$ cat src/rtl/bsg_fsb_client_egress_pkg.sv
// Shared FSB definitions: client packet layout and the egress state encoding.
package bsg_fsb_pkg;

  typedef struct packed {
    logic [3:0]  destid;
    logic        cmd;
    logic [74:0] data;
  } bsg_fsb_pkt_client_s;

  typedef enum logic [1:0] {
    eOff   = 2'd0,
    eRun   = 2'd1,
    eDrain = 2'd2
  } bsg_fsb_egress_state_e;

endpackage

$ cat src/rtl/bsg_fsb_client_egress_two_fifo.sv
// Two-entry FIFO with valid/ready enqueue and valid/yumi dequeue; head is registered.
module bsg_two_fifo #(
  parameter int unsigned width_p = 80
) (
  input  logic               clk_i,
  input  logic               reset_i,
  output logic               ready_o,
  input  logic               v_i,
  input  logic [width_p-1:0] data_i,
  output logic               v_o,
  output logic [width_p-1:0] data_o,
  input  logic               yumi_i
);

  logic [width_p-1:0] mem [2];
  logic               wptr, rptr;
  logic [1:0]         count;
  logic               enq, deq;

  assign ready_o = (count != 2'd2);
  assign v_o     = (count != 2'd0);
  assign data_o  = mem[rptr];
  assign enq     = v_i & ready_o;
  assign deq     = yumi_i & v_o;

  always_ff @(posedge clk_i) begin
    if (reset_i) begin
      wptr  <= 1'b0;
      rptr  <= 1'b0;
      count <= '0;
    end else begin
      if (enq) wptr <= ~wptr;
      if (deq) rptr <= ~rptr;
      case ({enq, deq})
        2'b10:   count <= count + 2'd1;
        2'b01:   count <= count - 2'd1;
        default: count <= count;
      endcase
    end
  end

  // Storage needs no reset: count gates every read.
  always_ff @(posedge clk_i) begin
    if (enq) mem[wptr] <= data_i;
  end

endmodule

$ cat src/rtl/bsg_fsb_client_egress.sv
// Credit-gated FSB egress with run/drain/off quiescing.
// Optional send counter: define BSG_FSB_CLIENT_EGRESS_STATS_EN.
module bsg_fsb_client_egress
  import bsg_fsb_pkg::*;
#(
  parameter int unsigned width_p   = $bits(bsg_fsb_pkt_client_s),
  parameter int unsigned credits_p = 4
) (
  input  logic               clk_i,
  input  logic               reset_i,
  input  logic               en_i,
  input  logic               v_i,
  input  logic [width_p-1:0] data_i,
  output logic               yumi_o,
  output logic               v_o,
  output logic [width_p-1:0] data_o,
  input  logic               ready_i,
  input  logic               credit_v_i,
  output logic               idle_o,
  output logic               credit_err_o,
  output logic [15:0]        sent_count_o
);

  localparam int unsigned cw_lp = $clog2(credits_p + 1);
  localparam logic [cw_lp-1:0] credits_full_lp = cw_lp'(credits_p);

  bsg_fsb_egress_state_e state_r, state_n;
  logic [cw_lp-1:0]      credits_r;
  logic                  credit_err_r;
  logic                  fifo_ready, fifo_v, send;

  bsg_two_fifo #(
    .width_p(width_p)
  ) fifo (
    .clk_i  (clk_i),
    .reset_i(reset_i),
    .ready_o(fifo_ready),
    .v_i    (yumi_o),
    .data_i (data_i),
    .v_o    (fifo_v),
    .data_o (data_o),
    .yumi_i (send)
  );

  assign yumi_o       = v_i & (state_r == eRun) & fifo_ready;
  assign v_o          = fifo_v & (credits_r != '0) & (state_r != eOff);
  assign send         = v_o & ready_i;
  assign idle_o       = (state_r == eOff);
  assign credit_err_o = credit_err_r;

  always_ff @(posedge clk_i) begin
    if (reset_i) state_r <= eOff;
    else         state_r <= state_n;
  end

  always_comb begin
    state_n = state_r;
    case (state_r)
      eOff:    if (en_i) state_n = eRun;
      eRun:    if (!en_i) state_n = eDrain;
      eDrain: begin
        if (en_i)                                       state_n = eRun;
        else if (!fifo_v && credits_r == credits_full_lp) state_n = eOff;
      end
      default: state_n = eOff;
    endcase
  end

  // A return with no send at full count is an FSB protocol error; saturate and flag.
  always_ff @(posedge clk_i) begin
    if (reset_i) begin
      credits_r    <= credits_full_lp;
      credit_err_r <= 1'b0;
    end else if (send && !credit_v_i) begin
      credits_r <= credits_r - cw_lp'(1);
    end else if (credit_v_i && !send) begin
      if (credits_r == credits_full_lp) credit_err_r <= 1'b1;
      else                              credits_r    <= credits_r + cw_lp'(1);
    end
  end

`ifdef BSG_FSB_CLIENT_EGRESS_STATS_EN
  logic [15:0] sent_count_r;

  always_ff @(posedge clk_i) begin
    if (reset_i)   sent_count_r <= '0;
    else if (send) sent_count_r <= sent_count_r + 16'd1;
  end

  assign sent_count_o = sent_count_r;
`else
  assign sent_count_o = '0;
`endif

endmodule
$ cat config.mk
export PLATFORM = sky130hd
export DESIGN_NAME = bsg_fsb_client_egress
export DESIGN_NICKNAME = d
export VERILOG_FILES = /design/src/rtl/bsg_fsb_client_egress_pkg.sv /design/src/rtl/bsg_fsb_client_egress_two_fifo.sv /design/src/rtl/bsg_fsb_client_egress.sv
export SDC_FILE = /design/constraint.sdc
export NUM_CORES = 1
export LEC_CHECK = 0
export BUFFER_PORTS_ARGS = -buffer_cell sky130_fd_sc_hd__buf_4
export CAP_MARGIN = 20
export CORE_MARGIN = 1.5
export CORE_UTILIZATION = 47
export CTS_CLUSTER_SIZE = 10
export DETAILED_ROUTE_END_ITERATION = 8
export PLACE_DENSITY = 0.8
export SLEW_MARGIN = 10
export SYNTH_ARGS = -nofsm -noshare
export SYNTH_HDL_FRONTEND = slang
export SYNTH_SLANG_ARGS = --single-unit
$ cat constraint.sdc
create_clock -name clk_i -period 3.2 [get_ports clk_i]
set_clock_uncertainty 0.2 [all_clocks]
set_input_delay 0 -clock clk_i [delete_from_list [all_inputs] [get_ports clk_i]]
set_output_delay 0 -clock clk_i [all_outputs]
set_load 0.02 [all_outputs]
==> reports/metrics.cfg <==
[worst_setup_path]
slowest_stage = nor4b_1
path_class = reg -> reg
cp-start-kind = flip-flop
critPathRequiredTime_ps = 3300
slowest_delay_ps = 580
cp_max_fo = 5
cpMostUsedCell = nor4b_1
cp.depth = 7
crit_chain = nor3_1 > nor4b_1 > ha_1 > nor4b_1 > or3_1 > a21oi_1 > dlygate4sd3_1
arrival_ps = 3090
cp_num_buf_inv = 1
critPathCaptureType = flip-flop
reg2reg_depth = 7
critical-path-top-delay-family = simple AND/OR/NAND/NOR gates

[synth]
synth_cell_types = 29
ys_ff_latch = 171
synth.avg_cell_area_um2 = 19.5
synthCells = 331
syn_area_um2 = 6460
yosysWarnings = 0
synth-seq-area-share_pct = 77.8

[power_and_ir_drop]
netSwitchingFraction_pct = 20.2
p_leak_nw = 3.49
clockPowerShare_pct = 40.3
p_comb_share_pct = 8.9
p_int_mw = 3.94
p_sw_mw = 1.00
pwr_density_cell_nw_per_um2 = 528
p_total_mw = 4.94
vdd_drop_max_v = 0.000404
p_seq_share_pct = 50.9

[sta]
max_freq_mhz = 334
report.final.slew_viol_count = 0
tightest_slew_ps = 663
final_hold_viol_count = 0
fin_tns_setup_ps = 0
final.period_utilization_pct = 93.4
setup_violations = 0
fin_crit_ps = 2990
relSlewSlack_pct = 55.1
worst_slack_ps = 210
whs_ps = 107
rsz0062_at_grt = no

[die]
coreArea_um2 = 13300
dieArea_um2 = 14500
start_util_pct = 48.4
ios = 186
die_h_um = 120
rows = 42
die_w_um = 120

[final_layout]
n_antenna_cell = 0
drive_gt1_share_pct = 47.2
layout_commonest_cell = buf_4
final_cell_mix = buf_4 (170), edfxtp_1 (160), dlygate4sd3_1 (86)
finalNonFillerCells = 786
nets = 688
syn_to_final_growth_pct = 44.8

[global_route]
grt_max_degree = 81
grtUsageTotal_pct = 19.2
antenna_found_initial = 0
grt_pass1_vias = 4039
grt_pass1_wl_um = 20600
gr-total-overflow = 0

[cts]
cts_buffers = 17
clk_path_buf_depth = 2
cts_root_buffer = clkbuf_16
cts.htree.levels = 4
clock_sinks = 171
clk_latency_ps = 420
clk_pin_slew_worst_paths_ps = 60
cts_tree = done
post_cts_buffers = 0

[hold_path]
holdPathStages = 2
hp-class = in -> reg

[detailed_routing]
vias = 3845
ant_nets = 0
drcViolationCount = 0
via_per_inst = 4.89
wl_per_cell_um = 17.1
finalWirelength_um = 13400
drtIter0Drc = 195
firstDrtPassIters = 4

[place]
dpl.hpwl_um = 7920
dp_cells = 669
place_congestion = 0.796
place_ws_ps = 549
io_buffers = 169

[job]
drv_cap = 0

[outcome]
outcome = complete, no violations

==> final cells by class <==
| class | count | area (um2) |
|---|---|---|
| clock inverter | 14 | 155 |
| multi-input combinational | 140 | 1290 |
| clock buffer | 17 | 425 |
| fill | 865 | 3990 |
| timing repair buffer | 259 | 2200 |
| inverter | 9 | 35.0 |
| tap | 176 | 220 |
| sequential | 171 | 5030 |
==> synth_stat cells, drive strengths merged <==
cell type	n	area share, %
a211oi	1	0.12
a21oi	5	0.39
a41oi	1	0.14
and2	1	0.097
buf	24	2.5
clkbuf	2	0.12
conb	1	0.058
dfxtp	11	3.4
edfxtp	160	74
fa	1	0.31
ha	3	0.58
inv	9	0.52
mux2	82	14
nand2	2	0.12
nand3	1	0.077
nor2	6	0.39
nor2b	2	0.19
nor3	4	0.31
nor4b	3	0.64
o21ai	1	0.077
o311ai	1	0.14
o31ai	2	0.23
or3	3	0.29
or4	1	0.12
xnor2	1	0.14
xor2	3	0.41
==> registers in the layout, summed over array words and instances (netlist names), named ones only <==
register,flops
credit_err_o,1
credits_r,3
fifo.count,2
fifo.mem,160
fifo.rptr,1
state_r,2
fifo.wptr,1
==> power groups by stage <==
stage | logic [mW] | clock network, mW | registers, mW
finish | 0.438 | 1.99 | 2.51
detailed placement | 0.348 | 0 | 2.56
global route | 0.465 | 2.11 | 2.52
CTS | 0.435 | 2.04 | 2.51
global placement | 0.339 | 0 | 2.56
floorplan | 0.179 | 0 | 2.56
==> worst register-to-register path: stages, from the launching register on <==
cell           delay [ps]
dfxtp_1               360
nor3_1                500
nor4b_1               140
ha_1                  270
nor4b_1               580
or3_1                 200
a21oi_1                60
dlygate4sd3_1         550
==> routing by layer <==
layer / track usage [%] / vias to the layer above / share of wire [%] / wire [um]
met3: 6.32 / 25 / 6.5 / 869
met1: 21.6 / 1884 / 38 / 5110
met5: 0 / - / 0 / 0
met4: 8.09 / 0 / 2.3 / 313
met2: 33.7 / 151 / 53 / 7150
li1: - / 1785 / - / -
==> repair_timing <==
action | in CTS | in global routing
hold buffers | 86 | 0
endpoints found under the hold margin | 171 | 0
resized for setup | 0 | 0
==> final timing paths <==
kind / end / start / slack, ps
max reg2reg: credits_r[0] / credits_r[2] / 210
min reg2reg: credit_err_o / credit_err_o / 320
min: fifo.mem[1][63] / data_i[63] / 110
max: credits_r[0] / credits_r[2] / 210
==> per-stage QoR <==
| step | utilization, % | instance area (um2) |
|---|---|---|
| 2_1_floorplan | - | 6520 |
| 3_3_place_gp | 59.3 | 7910 |
| 3_5_place_dp | 59.3 | 7910 |
| 4_1_cts | 70.1 | 9350 |
| 5_1_grt | 70.1 | 9350 |
| 6_report | 70.1 | 9350 |
==> logic make-up (layout without fill, tap and decap cells) <==
kind of cell	Yosys count	in the layout	share of synthesized area, %
other	1	16	0.0581
buffers and inverters	35	299	3.12
AOI/OAI and AO/OA	11	11	1.08
muxes	82	82	14.3
and+or+nand+nor	23	23	2.23
xor gates and xnor gates	4	4	0.542
adders and majority gates	4	4	0.891
DFF	171	171	77.8
Power figures use the tool's default switching activity.
